==> config.mk <==
export PLATFORM = sky130hd
export DESIGN_NAME = pe_act_skew_feeder_flat
export DESIGN_NICKNAME = d
export VERILOG_FILES = /design/src/rtl/pe_act_skew_feeder_if.sv /design/src/rtl/pe_act_skew_feeder.sv /design/src/flat_wrapper.sv
export SDC_FILE = /design/constraint.sdc
export NUM_CORES = 1
export LEC_CHECK = 0
export BUFFER_PORTS_ARGS = -buffer_cell sky130_fd_sc_hd__buf_2
export CAP_MARGIN = 25
export CORE_AREA = 2 2 162 164
export DETAILED_ROUTE_END_ITERATION = 7
export DIE_AREA = 0 0 164 166
export GPL_ROUTABILITY_DRIVEN = 1
export PLACE_DENSITY = 0.84
export SLEW_MARGIN = 20
export SYNTH_ARGS = -nofsm -noshare
export SYNTH_HDL_FRONTEND = slang
export SYNTH_SLANG_ARGS = --single-unit
==> constraint.sdc <==
create_clock -name clk -period 4.7 [get_ports clk]
set_clock_uncertainty 0.15 [all_clocks]
set_input_delay 0.235 -clock clk [delete_from_list [all_inputs] [get_ports clk]]
set_output_delay 0.235 -clock clk [all_outputs]
set_load 0.005 [all_outputs]
==> src/rtl/pe_act_skew_feeder_if.sv <==
// Activation-vector input handshake for the PE row feeder.
//
// Signals:
//   in_valid  upstream has a vector on in_act/in_last
//   in_ready  feeder can take a vector this cycle
//   in_act    packed vector, element r at [(r+1)*data_width-1 : r*data_width]
//   in_last   marks the final vector of a stream (meaningful only on accept)
//
// Modports: master = upstream producer, slave = the feeder.
interface pe_act_skew_feeder_if #(
    parameter int unsigned data_width      = 19,
    parameter int unsigned w_tile_row_size = 6
) ();

    logic                                  in_valid;
    logic                                  in_ready;
    logic [data_width*w_tile_row_size-1:0] in_act;
    logic                                  in_last;

    modport master (
        output in_valid,
        output in_act,
        output in_last,
        input  in_ready
    );

    modport slave (
        input  in_valid,
        input  in_act,
        input  in_last,
        output in_ready
    );

endinterface

==> src/rtl/pe_act_skew_feeder.sv <==
// Upstream feeder for the PE row array.
//
// Takes one activation vector per accepted handshake and presents element r to PE row r
// r cycles later than row 0 (diagonal skew), so the array sees a wavefront. After the
// last vector of a stream it runs a fixed drain phase long enough for the final partial
// sums to traverse every row and column, then pulses done for one cycle.
//
// Ports:
//   clk              rising-edge clock
//   rst_n            synchronous reset, active HIGH (1 = reset)
//   in_bus           slave side of the vector handshake (valid/ready/act/last)
//   active_left_out  slice r drives active_left of PE row r
//   w_compute        compute enable for all PE rows (high in FEED and DRAIN)
//   busy             stream in progress (same timing as w_compute)
//   done             one-cycle pulse in the first IDLE cycle after DRAIN
//   vec_count        vectors accepted in the current/last stream, saturating
module pe_act_skew_feeder #(
    parameter int unsigned data_width         = 19,
    parameter int unsigned w_tile_row_size    = 6,
    parameter int unsigned w_tile_column_size = 6,
    parameter int unsigned cnt_width          = 16
) (
    input  logic                                  clk,
    input  logic                                  rst_n,
    pe_act_skew_feeder_if.slave                   in_bus,
    output logic [data_width*w_tile_row_size-1:0] active_left_out,
    output logic                                  w_compute,
    output logic                                  busy,
    output logic                                  done,
    output logic [cnt_width-1:0]                  vec_count
);

    // Drain covers the skew of the last row plus propagation across all columns.
    localparam int unsigned drain_len       = (w_tile_row_size - 1) + w_tile_column_size;
    localparam int unsigned drain_cnt_width = (drain_len > 1) ? $clog2(drain_len) : 1;
    localparam logic [drain_cnt_width-1:0] drain_init = drain_cnt_width'(drain_len - 1);

    typedef enum logic [1:0] {
        StIdle,
        StFeed,
        StDrain
    } state_e;

    state_e                     state_q;
    logic [drain_cnt_width-1:0] drain_cnt_q;
    logic                       busy_q;
    logic                       done_q;
    logic [cnt_width-1:0]       vec_count_q;
    logic                       accept;

    // Ready depends only on the state register, never on in_valid.
    assign in_bus.in_ready = (state_q != StDrain);
    assign accept          = in_bus.in_valid && in_bus.in_ready;

    // Control FSM: state, drain down-counter, busy, done pulse and vector counter.
    always_ff @(posedge clk) begin
        if (rst_n) begin
            state_q     <= StIdle;
            drain_cnt_q <= '0;
            busy_q      <= 1'b0;
            done_q      <= 1'b0;
            vec_count_q <= '0;
        end else begin
            done_q <= 1'b0;
            unique case (state_q)
                StIdle: begin
                    if (accept) begin
                        busy_q      <= 1'b1;
                        vec_count_q <= cnt_width'(1);
                        if (in_bus.in_last) begin
                            state_q     <= StDrain;
                            drain_cnt_q <= drain_init;
                        end else begin
                            state_q <= StFeed;
                        end
                    end
                end
                StFeed: begin
                    if (accept) begin
                        if (vec_count_q != '1) begin
                            vec_count_q <= vec_count_q + 1'b1;
                        end
                        if (in_bus.in_last) begin
                            state_q     <= StDrain;
                            drain_cnt_q <= drain_init;
                        end
                    end
                end
                StDrain: begin
                    // Counter is loaded with drain_len-1 so DRAIN spans exactly drain_len cycles.
                    if (drain_cnt_q == '0) begin
                        state_q <= StIdle;
                        busy_q  <= 1'b0;
                        done_q  <= 1'b1;
                    end else begin
                        drain_cnt_q <= drain_cnt_q - 1'b1;
                    end
                end
                default: begin
                    state_q <= StIdle;
                    busy_q  <= 1'b0;
                end
            endcase
        end
    end

    assign busy      = busy_q;
    assign w_compute = busy_q;
    assign done      = done_q;
    assign vec_count = vec_count_q;

    // Skew delay lines: row r has r+1 stages. Non-accept cycles inject zero, and the
    // lines shift every cycle regardless of state, so bubbles travel with the data.
    for (genvar r = 0; r < w_tile_row_size; r++) begin : g_row
        logic [data_width-1:0] line_q [r+1];

        always_ff @(posedge clk) begin
            if (rst_n) begin
                for (int s = 0; s <= r; s++) begin
                    line_q[s] <= '0;
                end
            end else begin
                line_q[0] <= accept ? in_bus.in_act[r*data_width +: data_width] : '0;
                for (int s = 1; s <= r; s++) begin
                    line_q[s] <= line_q[s-1];
                end
            end
        end

        assign active_left_out[r*data_width +: data_width] = line_q[r];
    end

endmodule
==> src/flat_wrapper.sv <==
// flat-port wrapper written by rule: the top's interface ports become plain ports
module pe_act_skew_feeder_flat 
#(
    parameter int unsigned data_width         = 19,
    parameter int unsigned w_tile_row_size    = 6,
    parameter int unsigned w_tile_column_size = 6,
    parameter int unsigned cnt_width          = 16
)
  (clk, rst_n, active_left_out, w_compute, busy, done, vec_count, in_bus_in_valid, in_bus_in_act, in_bus_in_last, in_bus_in_ready);
  pe_act_skew_feeder_if #(.data_width(data_width), .w_tile_row_size(w_tile_row_size)) in_bus_i ();
  input  logic clk;
  input  logic rst_n;
  output logic [data_width*w_tile_row_size-1:0] active_left_out;
  output logic w_compute;
  output logic busy;
  output logic done;
  output logic [cnt_width-1:0] vec_count;
  input wire logic [$bits(in_bus_i.in_valid)-1:0] in_bus_in_valid;
  input wire logic [$bits(in_bus_i.in_act)-1:0] in_bus_in_act;
  input wire logic [$bits(in_bus_i.in_last)-1:0] in_bus_in_last;
  output wire logic [$bits(in_bus_i.in_ready)-1:0] in_bus_in_ready;
  assign in_bus_i.in_valid = in_bus_in_valid;
  assign in_bus_i.in_act = in_bus_in_act;
  assign in_bus_i.in_last = in_bus_in_last;
  assign in_bus_in_ready = in_bus_i.in_ready;
  pe_act_skew_feeder #(.data_width(data_width), .w_tile_row_size(w_tile_row_size), .w_tile_column_size(w_tile_column_size), .cnt_width(cnt_width)) u_core (.clk(clk), .rst_n(rst_n), .in_bus(in_bus_i), .active_left_out(active_left_out), .w_compute(w_compute), .busy(busy), .done(done), .vec_count(vec_count));
endmodule
* After elaboration in Yosys (flattened, before gate mapping)
Memories as Yosys holds them, arrays and structs flattened. Index checks and enable logic that the tools add are counted.
Storage, ports and cells: memory bits (writable) 399, memories 6, register bits after elaboration 24, input port bits 118, ROM bits 0, bits in latches 0
Memory list:
- u_core.g_row[5].line_q | words 6, width 19, read ports 6, clocked after Yosys merged registers in 0, wr ports 6, RTL line pe_act_skew_feeder.sv:115 | logic [data_width-1:0] line_q [r+1];
- u_core.g_row[4].line_q | words 5, width 19, read ports 5, clocked after Yosys merged registers in 0, wr ports 5, RTL line pe_act_skew_feeder.sv:115
- u_core.g_row[3].line_q | words 4, width 19, read ports 4, clocked after Yosys merged registers in 0, wr ports 4, RTL line pe_act_skew_feeder.sv:115
- u_core.g_row[2].line_q | words 3, width 19, read ports 3, clocked after Yosys merged registers in 0, wr ports 3, RTL line pe_act_skew_feeder.sv:115
- u_core.g_row[1].line_q | words 2, width 19, read ports 2, clocked after Yosys merged registers in 0, wr ports 2, RTL line pe_act_skew_feeder.sv:115
- u_core.g_row[0].line_q | words 1, width 19, read ports 1, clocked after Yosys merged registers in 0, wr ports 1, RTL line pe_act_skew_feeder.sv:115
Cells by class: eq/ne operators 12, divide/modulo/power cells 0, multipliers 0, bitwise gates (word level) 22, shifts and indexed selects 0, reduce and logical (&&, ||, !) cells 12, mux-type cells 49, $lt $le $gt $ge 0, add/sub/neg operators 2
Operators with widths (number):
- 2-to-1 mux 19 bit | 27
- 2-to-1 mux 16 bit | 3
- one-hot mux 16 bit (2 select lines) | 1
- OR 1 bit | 20
- OR reduction 19 bit | 1
- adder 16 x 1 -> 16 bit, second input constant | 1
- != test 16 bit, second input constant | 1
- 2-to-1 mux 4 bit | 3
- != test 2 x 1 -> 1 bit, second input constant | 6
- AND reduction 4 bit | 3
- 2-to-1 mux 2 bit | 5
- one-hot mux 4 bit (2 select lines) | 1
- 2-to-1 mux 1 bit | 7
- != test 2 bit, second input constant | 3
- one-hot mux 2 bit (3 select lines) | 1
- logical NOT 4 bit | 1
- nonzero test 2 bit | 2
- OR reduction 2 bit | 2
- subtractor 4 x 1 -> 4 bit, second input constant | 1
- one-hot mux 1 bit (3 select lines) | 1
- AND reduction 3 bit | 1
- equality test 2 x 1 -> 1 bit, second input constant | 1
- equality test 2 bit, second input constant | 1
- logical NOT 2 bit | 1
- 2 further kinds | 3

* Logic depth before layout (Yosys ltp)
Gate-level depths: netlist (run 1).
word-level depth 4, mapped depth 7

* Worst setup path before layout (run 1)
OpenSTA, ideal clock, no wires.
path kind register -> register, from register u_core.vec_count_q[0], in the netlist u_core.vec_count[0], to register u_core.vec_count_q[12], in the netlist u_core.vec_count[12], arrival time 1.934 ns, stages on the path, launching flop included 6, path buffers 0, setup time 0.074 ns, slack 2.542 ns, cell sequence dfxtp_1 -> ha_1 -> nand3_4 -> or4_4 -> or4_1 -> a31oi_1
Between the ends: cells in the longest elaborated chain, start to end 4, elaborated cells on any way between the ends 7
Ends and longest elaborated chain:
- start: declaration | RTL line pe_act_skew_feeder.sv:48 | logic [cnt_width-1:0] vec_count_q;
- start signal: assignment | RTL line pe_act_skew_feeder.sv:69 | vec_count_q <= cnt_width'(1);
- start signal: assignment | RTL line pe_act_skew_feeder.sv:81 | vec_count_q <= vec_count_q + 1'b1;
- adder 16 x 1 -> 16 bit | RTL line pe_act_skew_feeder.sv:81
- 2-to-1 mux 16 bit | RTL line pe_act_skew_feeder.sv:80 | if (vec_count_q != '1) begin
- 2-to-1 mux 16 bit | RTL line pe_act_skew_feeder.sv:79 | if (accept) begin
- one-hot mux 16 bit (2 select lines) | RTL line pe_act_skew_feeder.sv:65 | unique case (state_q)
Parallel ways exist; a longest one is shown, timed or not. The select of a mux whose other input is x is not followed. A chain may end at the register's enable or synchronous reset.

* Worst setup path after layout (run 1)
from register u_core.vec_count_q[0], in the netlist u_core.vec_count[0], to register u_core.vec_count_q[3], in the netlist u_core.vec_count[3]
Same word-level chain as after synthesis.

==> results.txt, run 1 <==
Status - finished, final reports clean
CTS tree - done
NumNets Final - 1491
DRT Wirelength - 23600 µm
EDFF count, synth - 0
Post-synth top area cell - dfxtp_1
Peak VDD IR - 0.371 mV
First-pass GRT wire length - 37000 µm
Detailed Place HPWL - 12600 µm
Core area - 25600 µm²
Total GRT Usage - 16.9%
End point of the critical path - u_core.vec_count[3]$_SDFFE_PP0P_
Slowest-stage cell, CP - nor4_1
Worst hold path class - in2reg
Max Buffers Root-to-Sink - 3
Ratio of cells with drive above 1 in the final layout - 22.8%
Area Growth Syn to Fin - 26.7%
Crit path DAT - 2.74 ns
Maximum clock rate - 0.404 GHz
Initial antenna violation count - 2
Post-route antenna net violation count - 0
Critical path fanouts, max - 11
Worst r2r src - u_core.vec_count[0]$_SDFFE_PP0P_
Clock root buffer - clkbuf_16
Setup TNS - 0 ns
CP Depth - 5
Kind of critical path - reg2reg
DR pass1 iterations - 5
Die W - 164 µm
Largest cells by area after synthesis - dfxtp_1 (67%), nor2b_1 (14%), and2_1 (5.8%), buf_4 (4.6%), clkbuf_1 (1.5%)
Starting Density - 49.2%
Power Density - 445 nW/µm²
Syn_nets - 1213
Num CTS Buffers - 40
Reg2reg end - u_core.vec_count[3]$_SDFFE_PP0P_
CP endpoint kind - register
Via count - 7704
Critical-path cell list - ha_1 -> nand3_4 -> nor4_1 -> nand2_1 -> a221oi_1
Pleak - 6.95 nW
Max-cap violation count - 0
Proportion of netlist area held by the largest area contributor - 67.2%
Sequential share of the synthesized area - 67.2%
Yosys reg bits - 423
Routed len/inst - 13.6 µm
Worst path max stage delay - 0.57 ns
Cell count of the worst reg-to-reg path - 5
DRC Markers - 0
Critical Path RT - 4.96 ns
Num rows - 59
Die height - 166 µm
IO Count - 252
Final Util - 62.4%
Distinct cell type count after synthesis - 43
Post-layout min period - 2.48 ns
Max-slew headroom - 36.1%
Most used DFF post-synth - dfxtp_1
IO Port Bufs - 251
Iteration-0 DRC Markers - 376
Final setup vio count - 0
Largest net degree at the start of global routing - 115
Worst-Margin Slew - 0.959 ns
Filler cell count - 1891
Cells after synthesis - 1092
CP top delay family - simple AND/OR/NAND/NOR gates
Clock-pin slew on the worst setup and hold paths - 0.06 ns
GRT overflow - 0
Post-CTS Setup Inserts - 0
Mapped cell area - 12600 µm²
RSZ-0062 raised after global routing - false
Syn. warnings - 0
Vias in the first global route - 7550
Final Hold Viols - 0
H-tree depth - 2
Fin. max-slew vios - 0
Register-to-register setup slack - 2.22 ns
Gpl congestion - 0.818
Critical Path Source Type - register
Clk Latency, worst-skew pair - 0.52 ns
Worst Setup SP - u_core.vec_count[0]$_SDFFE_PP0P_
Routed vias/inst - 4.44
Async SR Flop Fraction - 0%
Final period util - 52.7%
Die footprint - 27200 µm²
Synth Area per Inst - 11.5 µm²
Sink Count - 423
Buf+Inv Stages, Crit Path - 0
cell usage after synthesis (2+ instances only):
| cell | number |
|---|---|
| a211oi_1 | 2 |
| a21oi_1 | 7 |
| a221oi_1 | 3 |
| a2bb2oi_1 | 2 |
| a311oi_1 | 3 |
| a31oi_1 | 5 |
| a41oi_1 | 4 |
| and2_1 | 116 |
| and3_1 | 7 |
| buf_2 | 3 |
| buf_4 | 77 |
| clkbuf_1 | 52 |
| dfxtp_1 | 423 |
| ha_1 | 3 |
| inv_1 | 8 |
| mux2i_1 | 2 |
| nand2_1 | 12 |
| nand2b_1 | 4 |
| nand3_1 | 9 |
| nand3b_1 | 2 |
| nand4_1 | 5 |
| nand4b_1 | 2 |
| nor2_1 | 12 |
| nor2b_1 | 288 |
| nor3_1 | 5 |
| nor3b_1 | 2 |
| nor4_1 | 3 |
| o211ai_1 | 2 |
| o21ai_0 | 10 |
| or3_1 | 5 |
| or4_1 | 2 |
sequential cells by signal, indices dropped and copies added (netlist names):
name	count
u_core.done	1
u_core.drain_cnt_q	4
u_core.g_row.line_q	399
u_core.state_q	2
u_core.vec_count	16
u_core.busy	1
power breakdown:
| part | switching, mW | internal (mW) | total (mW) | leakage [nW] |
|---|---|---|---|---|
| logic | 0.137 | 0.172 | 0.308 | 2.88 |
| clock network | 1.28 | 1.81 | 3.10 | 0.636 |
| registers | 0.0264 | 3.67 | 3.70 | 3.44 |
final cells by class:
class                           instances  area, µm²  share of cell area, %
Clock buffer                           56       1140                   7.14
Inverter                                8       30.0                  0.188
Antenna cell                            2       5.00                 0.0313
Tap cell                              335        419                   2.62
Timing Repair Buffer                  369       2440                   15.3
Multi-Input combinational cell        528       3320                   20.8
Clock inverter                         14        149                  0.932
Sequential cell                       423       8470                   53.0
how the worst min path moves through the flow:
stage                                                   from                                  endpoint  slack [ns]  depth (start not counted)
floorplan                                     in_bus_in_last            u_core.state_q[0]$_SDFFE_PP0P_        0.20                          1
global placement     u_core.g_row[1].line_q[0][3]$_SDFF_PP0_  u_core.g_row[1].line_q[0][22]$_SDFF_PP0_        0.26                          1
detailed placement  u_core.g_row[4].line_q[0][43]$_SDFF_PP0_  u_core.g_row[4].line_q[0][62]$_SDFF_PP0_        0.27                          1
CTS                                          in_bus_in_valid         u_core.vec_count[10]$_SDFFE_PP0P_        0.02                          3
global route                                           rst_n  u_core.g_row[3].line_q[1][10]$_SDFF_PP0_        0.07                          2
finish                                       in_bus_in_valid         u_core.vec_count[10]$_SDFFE_PP0P_        0.04                          3
cell usage in the layout, fill, tap and decap left out, drive strengths merged, types with 4 or more instances in the layout:
| master | instances |
|---|---|
| clkbuf | 56 |
| nor2b | 288 |
| dfxtp | 423 |
| dlygate4sd3 | 116 |
| nand2 | 12 |
| a31oi | 5 |
| o21ai | 10 |
| and2 | 116 |
| inv | 10 |
| clkinv | 9 |
| nand4 | 5 |
| nand2b | 4 |
| or3 | 5 |
| and3 | 7 |
| nor2 | 12 |
| nor3 | 5 |
| nand3 | 10 |
| a21oi | 7 |
| a41oi | 4 |
| buf | 253 |
worst min-delay path: cells and delay by family:
family / cells / cell delay [ns]
buffers and inverters: 1 / 0.16
AND/OR/NAND/NOR: 1 / 0.11
AO/OA/AOI/OAI: 1 / 0.11
stage by stage:
stage                     area, µm²  setup slack [ns]  hold WS [ns]  total power [mW]  std cells
final                         16000              2.22        0.0384              7.11       1735
after global routing          16000              2.03        0.0667              7.37       1735
after CTS                     16000              2.31        0.0160              7.16       1733
after detailed placement      13500              2.31         0.270              4.00       1547
after global placement        13500              2.42         0.265              3.99       1547
after floorplan               12600              2.54         0.198              3.92       1092
cells by family after synthesis:
| group | synth area share, % |
|---|---|
| mux | 0.159 |
| compound gates | 2.47 |
| fa+ha+maj | 0.298 |
| simple gates | 23.4 |
| flops | 67.2 |
| buf+inv | 6.52 |
metal layers:
metal	share of wire, %	global-route usage, %
met4	4.2	7.93
met1	40	19.3
met2	49	29.1
met5	0	0
met3	6.5	4.55
what timing repair did:
action	in CTS	in global routing
setup endpoints to repair	0	0
hold buffers	116	0
endpoints found under the hold margin	115	0
resized for setup	0	0
No activity file was read; power rests on OpenSTA's default activity.
==> inputs of run 2 (changes only) <==
ABC_AREA = 1   (was default)
CORE_AREA = 2 2 168 170   (was 2 2 162 164)
DIE_AREA = 0 0 170 172   (was 0 0 164 166)
PLACE_DENSITY = 0.85   (was 0.84)
clock period = 2.2 ns   (was 4.7 ns; I/O delays follow)
==> results.txt, run 2 <==
Status - finished, final reports clean
Yosys reg bits - 423 (unchanged)
Total GRT Usage - 19.4% (+2.5 points)
Max-slew headroom - 62.3% (+26 points)
Worst hold path class - in2reg
Critical Path Source Type - primary input
Num rows - 61 (+3.4%)
Slowest-stage cell, CP - dlygate4sd3_1
Pleak - 8.30 nW (+19%)
Sequential share of the synthesized area - 63.7% (-3.4 points)
Synth Area per Inst - 8.47 µm² (-27%)
Cells after DPL - 2046 (+32%)
Final Hold Viols - 0 (unchanged)
Routed len/inst - 13.2 µm (-3.0%)
Detailed Place HPWL - 15000 µm (+18%)
CP endpoint kind - register
Largest cells by area after synthesis - dfxtp_1 (64%), inv_1 (12%), nor2_1 (12%), buf_4 (4.8%), nand2_1 (2.1%)
Post-synth top area cell - dfxtp_1
NumNets Final - 2013 (+35%)
Fin. max-slew vios - 0 (unchanged)
Most frequent cell after synthesis - inv_1
Most frequent cells in the layout - inv_1 (438), nor2_1 (430), dfxtp_1 (421)
Worst path max stage delay - 0.60 ns (+0.03 ns)
DRC Markers - 0 (unchanged)
Commonest non-fill, non-tap cell in the layout - inv_1
Die height - 172 µm (+3.6%)
Sw frac - 21.1% (+0.72 points)
IO Count - 252 (unchanged)
Via count - 9850 (+28%)
Starting Density - 48.4% (-0.86 points)
Initial antenna violation count - 4 (+2)
CP top delay family - buffers and inverters
Finished Layout Cells - 2274 (+31%)
Setup TNS - 0 ns (unchanged)
Crit path DAT - 2.32 ns (-0.42 ns)
Area Growth Syn to Fin - 30.0%
Clock-pin slew on the worst setup and hold paths - 0.07 ns (about the same)
Mapped cell area - 13300 µm² (+5.4%)
Async SR Flop Fraction - 0% (unchanged)
IO Port Bufs - 251 (unchanged)
Hold depth - 4 (+1)
Internal - 12.8 mW (+130%)
Cell count of the worst reg-to-reg path - 7 (+2)
DR pass1 iterations - 5 (unchanged)
Multi-input logic area - 2360 µm² (-29%)
Synth cell count leaders - inv_1 (438), nor2_1 (430), dfxtp_1 (423)
DRT Wirelength - 30000 µm (+27%)
Syn_nets - 1690 (+39%)
Post-route antenna net violation count - 0 (unchanged)
EDFF count, synth - 0 (unchanged)
Critical Path RT - 2.45 ns (-2.51 ns)
Post-layout min period - 2.07 ns
Maximum clock rate - 0.484 GHz
Peak VDD IR - 1.01 mV (+170%)
Proportion of netlist area held by the largest area contributor - 63.7% (-3.4 points)
Final setup vio count - 0 (unchanged)
GRT overflow - 0 (unchanged)
Final period util - 93.9%
Kind of critical path - in2reg
Largest net degree at the start of global routing - 136 (+18%)
Buf+Inv Stages, Crit Path - 6 (+6)
CP Depth - 8 (+3)
Most used cell, CP - dlygate4sd3_1
Sequential power share - 49.0% (-3.1 points)
Max Buffers Root-to-Sink - 3 (unchanged)
Register area - 8470 µm² (about the same)
Ratio of cells with drive above 1 in the final layout - 17.8% (-5.0 points)
Critical path fanouts, max - 35 (+24)
Hold_ws - 0.186 ns (+0.148 ns)
Post-route cell area - 17300 µm² (+8.1%)
Max-cap violation count - 0 (unchanged)
Max FFs per register - 399 (unchanged)
Area after DPL - 14300 µm² (+5.6%)
Total Power - 16.2 mW (+130%)
RSZ-0062 raised after global routing - false
Distinct cell type count after synthesis - 26 (-40%)
Die footprint - 29200 µm² (+7.4%)
Cells after synthesis - 1569 (+44%)
Sink Count - 423 (unchanged)
Die W - 170 µm (+3.7%)
Critical-path cell list - dlygate4sd3_1 -> buf_8 -> inv_1 -> buf_4 -> nand3_4 -> buf_16 -> nor2_1 -> dlygate4sd3_1
Clock root buffer - clkbuf_16
Psw - 3.41 mW (+140%)
Most used DFF post-synth - dfxtp_1
Num CTS Buffers - 42 (+5.0%)
H-tree depth - 2 (unchanged)
Clock Power Share - 45.5% (+1.9 points)
Logic pwr share - 5.5% (+1.2 points)
Vias in the first global route - 9955 (+32%)
Filler cell count - 2020 (+6.8%)
Routed vias/inst - 4.33 (-2.4%)
Clk Latency, worst-skew pair - 0.53 ns (about the same)
Worst-Margin Slew - 0.566 ns (-0.393 ns)
First-pass GRT wire length - 45400 µm (+23%)
Gpl congestion - 0.858 (+4.8%)
Reg with most FFs - u_core.g_row.line_q
Core area - 27500 µm² (+7.3%)
Syn. warnings - 0 (unchanged)
CTS tree - done
Iteration-0 DRC Markers - 524 (+39%)
Power Density - 937 nW/µm² (+110%)
## run 2: power groups by stage
stage	registers (mW)	logic, mW	clock network (mW)
6_report	7.94	0.883	7.36
5_1_grt	7.95	0.974	7.80
3_5_place_dp	8.10	0.616	0
2_1_floorplan	8.08	0.397	0
4_1_cts	7.93	0.812	7.49
3_3_place_gp	8.09	0.596	0
## run 2: repair_timing
item                                    4_1_cts  5_1_grt
gates resized for setup                       0        5
buffers inserted                              0        2
hold endpoints to repair                    153        0
hold buffers                                144        0
endpoints found under the setup margin        0       23
## run 2: worst register-to-register path, stage by stage, from the launching register on
cell	delay, ns
dfxtp_2	0.38
inv_2	0.07
nor2_4	0.15
inv_2	0.08
nand3_4	0.13
buf_16	0.22
nor2_1	0.09
dlygate4sd3_1	0.60
## run 2: final timing paths
check	to	from	slack [ns]
min	u_core.g_row[4].line_q[0][0]$_SDFF_PP0_	in_bus_in_act[76]	0.19
max reg2reg	u_core.g_row[2].line_q[0][10]$_SDFF_PP0_	u_core.state_q[1]$_SDFFE_PP0P_	0.21
max	u_core.g_row[2].line_q[0][10]$_SDFF_PP0_	rst_n	0.13
min reg2reg	u_core.g_row[5].line_q[0][54]$_SDFF_PP0_	u_core.g_row[5].line_q[0][35]$_SDFF_PP0_	0.24
## run 2: cell type report
class                           count  area share, %
Clock inverter                     11          0.978
Timing Repair Buffer              405           16.7
Multi-Input combinational cell    579           13.7
Antenna cell                        6         0.0869
Sequential cell                   423           49.1
Inverter                          441           9.59
Clock buffer                       63           7.42
Tap cell                          346           2.51
## run 2: cell families after synthesis
family / synth area share [%]
xor+xnor: 0.0659
compound gates: 0.885
simple gates: 16.5
flops: 63.7
buf+inv: 18.6
fa+ha+maj: 0.283
## run 2: metrics by stage
| stage | util, % | setup WS [ns] |
|---|---|---|
| finish | 62.9 | 0.135 |
| global route | 62.8 | 0.115 |
| CTS | 62.5 | 0.0983 |
| detailed placement | 52.0 | 0.372 |
| global placement | 52.0 | 0.445 |
| floorplan | - | 0.562 |
## run 2: layer usage
| layer | part of all wire, % | GRT usage (%) | up-vias |
|---|---|---|---|
| met5 | 0 | 0 | - |
| met4 | 5.0 | 11.2 | 0 |
| met3 | 5.8 | 4.83 | 122 |
| met2 | 52 | 36.8 | 333 |
| met1 | 37 | 19.2 | 4484 |
| li1 | - | - | 4911 |
==> inputs of run 3 (changes only) <==
REMOVE_ABC_BUFFERS = 1   (was default)
==> results.txt, run 3 (synthesized netlist as in run 2, its figures left out) <==
Area Growth Syn to Fin - 26.9%
M3 GR Usage - 4.97% (+0.14 points)
Critical-path cell list - inv_2 -> nor2_2 -> inv_2 -> nand3_4 -> buf_12 -> nor2_1
Slowest-stage cell, CP - dfxtp_1
Register area - 8470 µm² (about the same)
Global routing's busiest layer - met2
Filler cell count - 2092 (+3.6%)
H-tree depth - 2 (unchanged)
Max-slew headroom - 56.0% (-6.3 points)
Die footprint - 29200 µm² (unchanged)
Final period util - 87.0% (-6.9 points)
Pleak - 8.07 nW (-2.7%)
IO Port Bufs - 251 (unchanged)
Num CTS Buffers - 42 (unchanged)
Largest net degree at the start of global routing - 138 (+1.5%)
CP endpoint kind - register
Ratio of cells with drive above 1 in the final layout - 17.9% (+0.11 points)
Worst-Margin Slew - 0.660 ns (+0.0938 ns)
Clock root buffer - clkbuf_16
RSZ-0062 raised after global routing - false
CTS tree - done
Critical Path Source Type - register
Iteration-0 DRC Markers - 409 (-22%)
Worst path max stage delay - 0.42 ns (-0.18 ns)
Total GRT Usage - 19.1% (-0.31 points)
Post-CTS sizing - 0 (unchanged)
Initial antenna violation count - 0 (-4)
Critical Path RT - 2.42 ns (-0.03 ns)
NumNets Final - 1983 (-1.5%)
Routed vias/inst - 4.21 (-2.9%)
Kind of critical path - reg2reg
Post-layout min period - 1.91 ns (-0.151 ns)
Gpl congestion - 0.825 (-3.8%)
Max FFs per register - 399 (unchanged)
Num rows - 61 (unchanged)
Antenna Cells - 0 (-6)
Post-route antenna net violation count - 0 (unchanged)
Worst hold path class - in2reg
Vias in the first global route - 9402 (-5.6%)
Most frequent cells in the layout - inv_1 (438), nor2_1 (430), dfxtp_1 (423)
Die height - 172 µm (unchanged)
Fin. max-slew vios - 0 (unchanged)
IO Count - 252 (unchanged)
Crit path DAT - 2.13 ns (-0.19 ns)
First-pass GRT wire length - 44600 µm (-1.8%)
Multi-input logic area - 2360 µm² (-0.21%)
Met2 usage - 35.8% (-0.98 points)
Detailed Place HPWL - 15200 µm (+1.3%)
Clock-pin slew on the worst setup and hold paths - 0.06 ns (about the same)
Final setup vio count - 0 (unchanged)
Most used cell, CP - inv_2
Clk Latency, worst-skew pair - 0.54 ns (about the same)
Peak VDD IR - 0.744 mV (-27%)
Core area - 27500 µm² (unchanged)
GRT met1 Usage - 19.9% (+0.65 points)
Post-route cell area - 16900 µm² (-2.4%)
Routed len/inst - 12.7 µm (-3.8%)
GRT overflow - 0 (unchanged)
Max Buffers Root-to-Sink - 3 (unchanged)
Commonest non-fill, non-tap cell in the layout - inv_1
Buf+Inv Stages, Crit Path - 3 (-3)
Critical path fanouts, max - 114 (+230%)
Maximum clock rate - 0.522 GHz (+7.9%)
Starting Density - 48.4% (unchanged)
Sink Count - 423 (unchanged)
Die W - 170 µm (unchanged)
Final Hold Viols - 0 (unchanged)
Reg with most FFs - u_core.g_row.line_q
Power Density - 948 nW/µm² (+1.2%)
DRT Wirelength - 28400 µm (-5.3%)
CP top delay family - buffers and inverters
Hold_ws - 0.185 ns (-0.00166 ns)
Via count - 9421 (-4.4%)
Final Util - 61.4% (-1.5 points)
Max-cap violation count - 0 (unchanged)
Area after DPL - 14300 µm² (about the same)
Status - finished, final reports clean
DR pass1 iterations - 5 (unchanged)
DRC Markers - 0 (unchanged)
run 3: through the flow:
step | total power, mW | setup WS (ns) | cells | setup TNS [ns]
global route | 16.6 | 0.182 | 2239 | 0
floorplan | 8.37 | -0.00838 | 1443 | -0.956
detailed placement | 8.72 | 0.381 | 2047 | 0
CTS | 16.1 | 0.372 | 2239 | 0
global placement | 8.70 | 0.440 | 2047 | 0
finish | 16.0 | 0.285 | 2239 | 0
run 3: area by class of cell:
type / count / area share (%)
inverters: 441 / 9.82
multi-input cells: 579 / 14.0
well taps: 346 / 2.57
clock buffers: 56 / 7.09
flip-flops and latches: 423 / 50.2
clock inverters: 19 / 1.34
repair buffers: 375 / 15.0
run 3: worst paths after layout:
path,startpoint,end,cells after the start,slack (ns)
setup / recovery,u_core.state_q[1]$_SDFFE_PP0P_,u_core.g_row[3].line_q[0][12]$_SDFF_PP0_,6,0.29
hold / removal,in_bus_in_act[35],u_core.g_row[1].line_q[0][16]$_SDFF_PP0_,4,0.18
setup reg to reg,u_core.state_q[1]$_SDFFE_PP0P_,u_core.g_row[3].line_q[0][12]$_SDFF_PP0_,6,0.29
hold reg to reg,u_core.g_row[4].line_q[0][45]$_SDFF_PP0_,u_core.g_row[4].line_q[0][64]$_SDFF_PP0_,2,0.24
run 3: per-layer routing:
metal / vias to the layer above / wire (µm)
li1: 4851 / -
met1: 4199 / 10900
met5: - / 0
met2: 285 / 14700
met3: 86 / 1690
met4: 0 / 1110
run 3: worst register-to-register path: stages, from the launching register on:
cell and delay (ns):
dfxtp_1 0.42, inv_2 0.08, nor2_2 0.24, inv_2 0.11, nand3_4 0.08, buf_12 0.32, nor2_1 0.36
run 3: what timing repair did:
item	in CTS	in global routing
buffers inserted	0	0
hold endpoints to repair	152	0
hold buffers	117	0
run 3: power breakdown:
| group | internal (mW) | switching, mW |
|---|---|---|
| Combinational | 0.375 | 0.439 |
| Clock | 4.32 | 2.93 |
| Sequential | 7.86 | 0.0774 |
| Total | 12.5 | 3.44 |
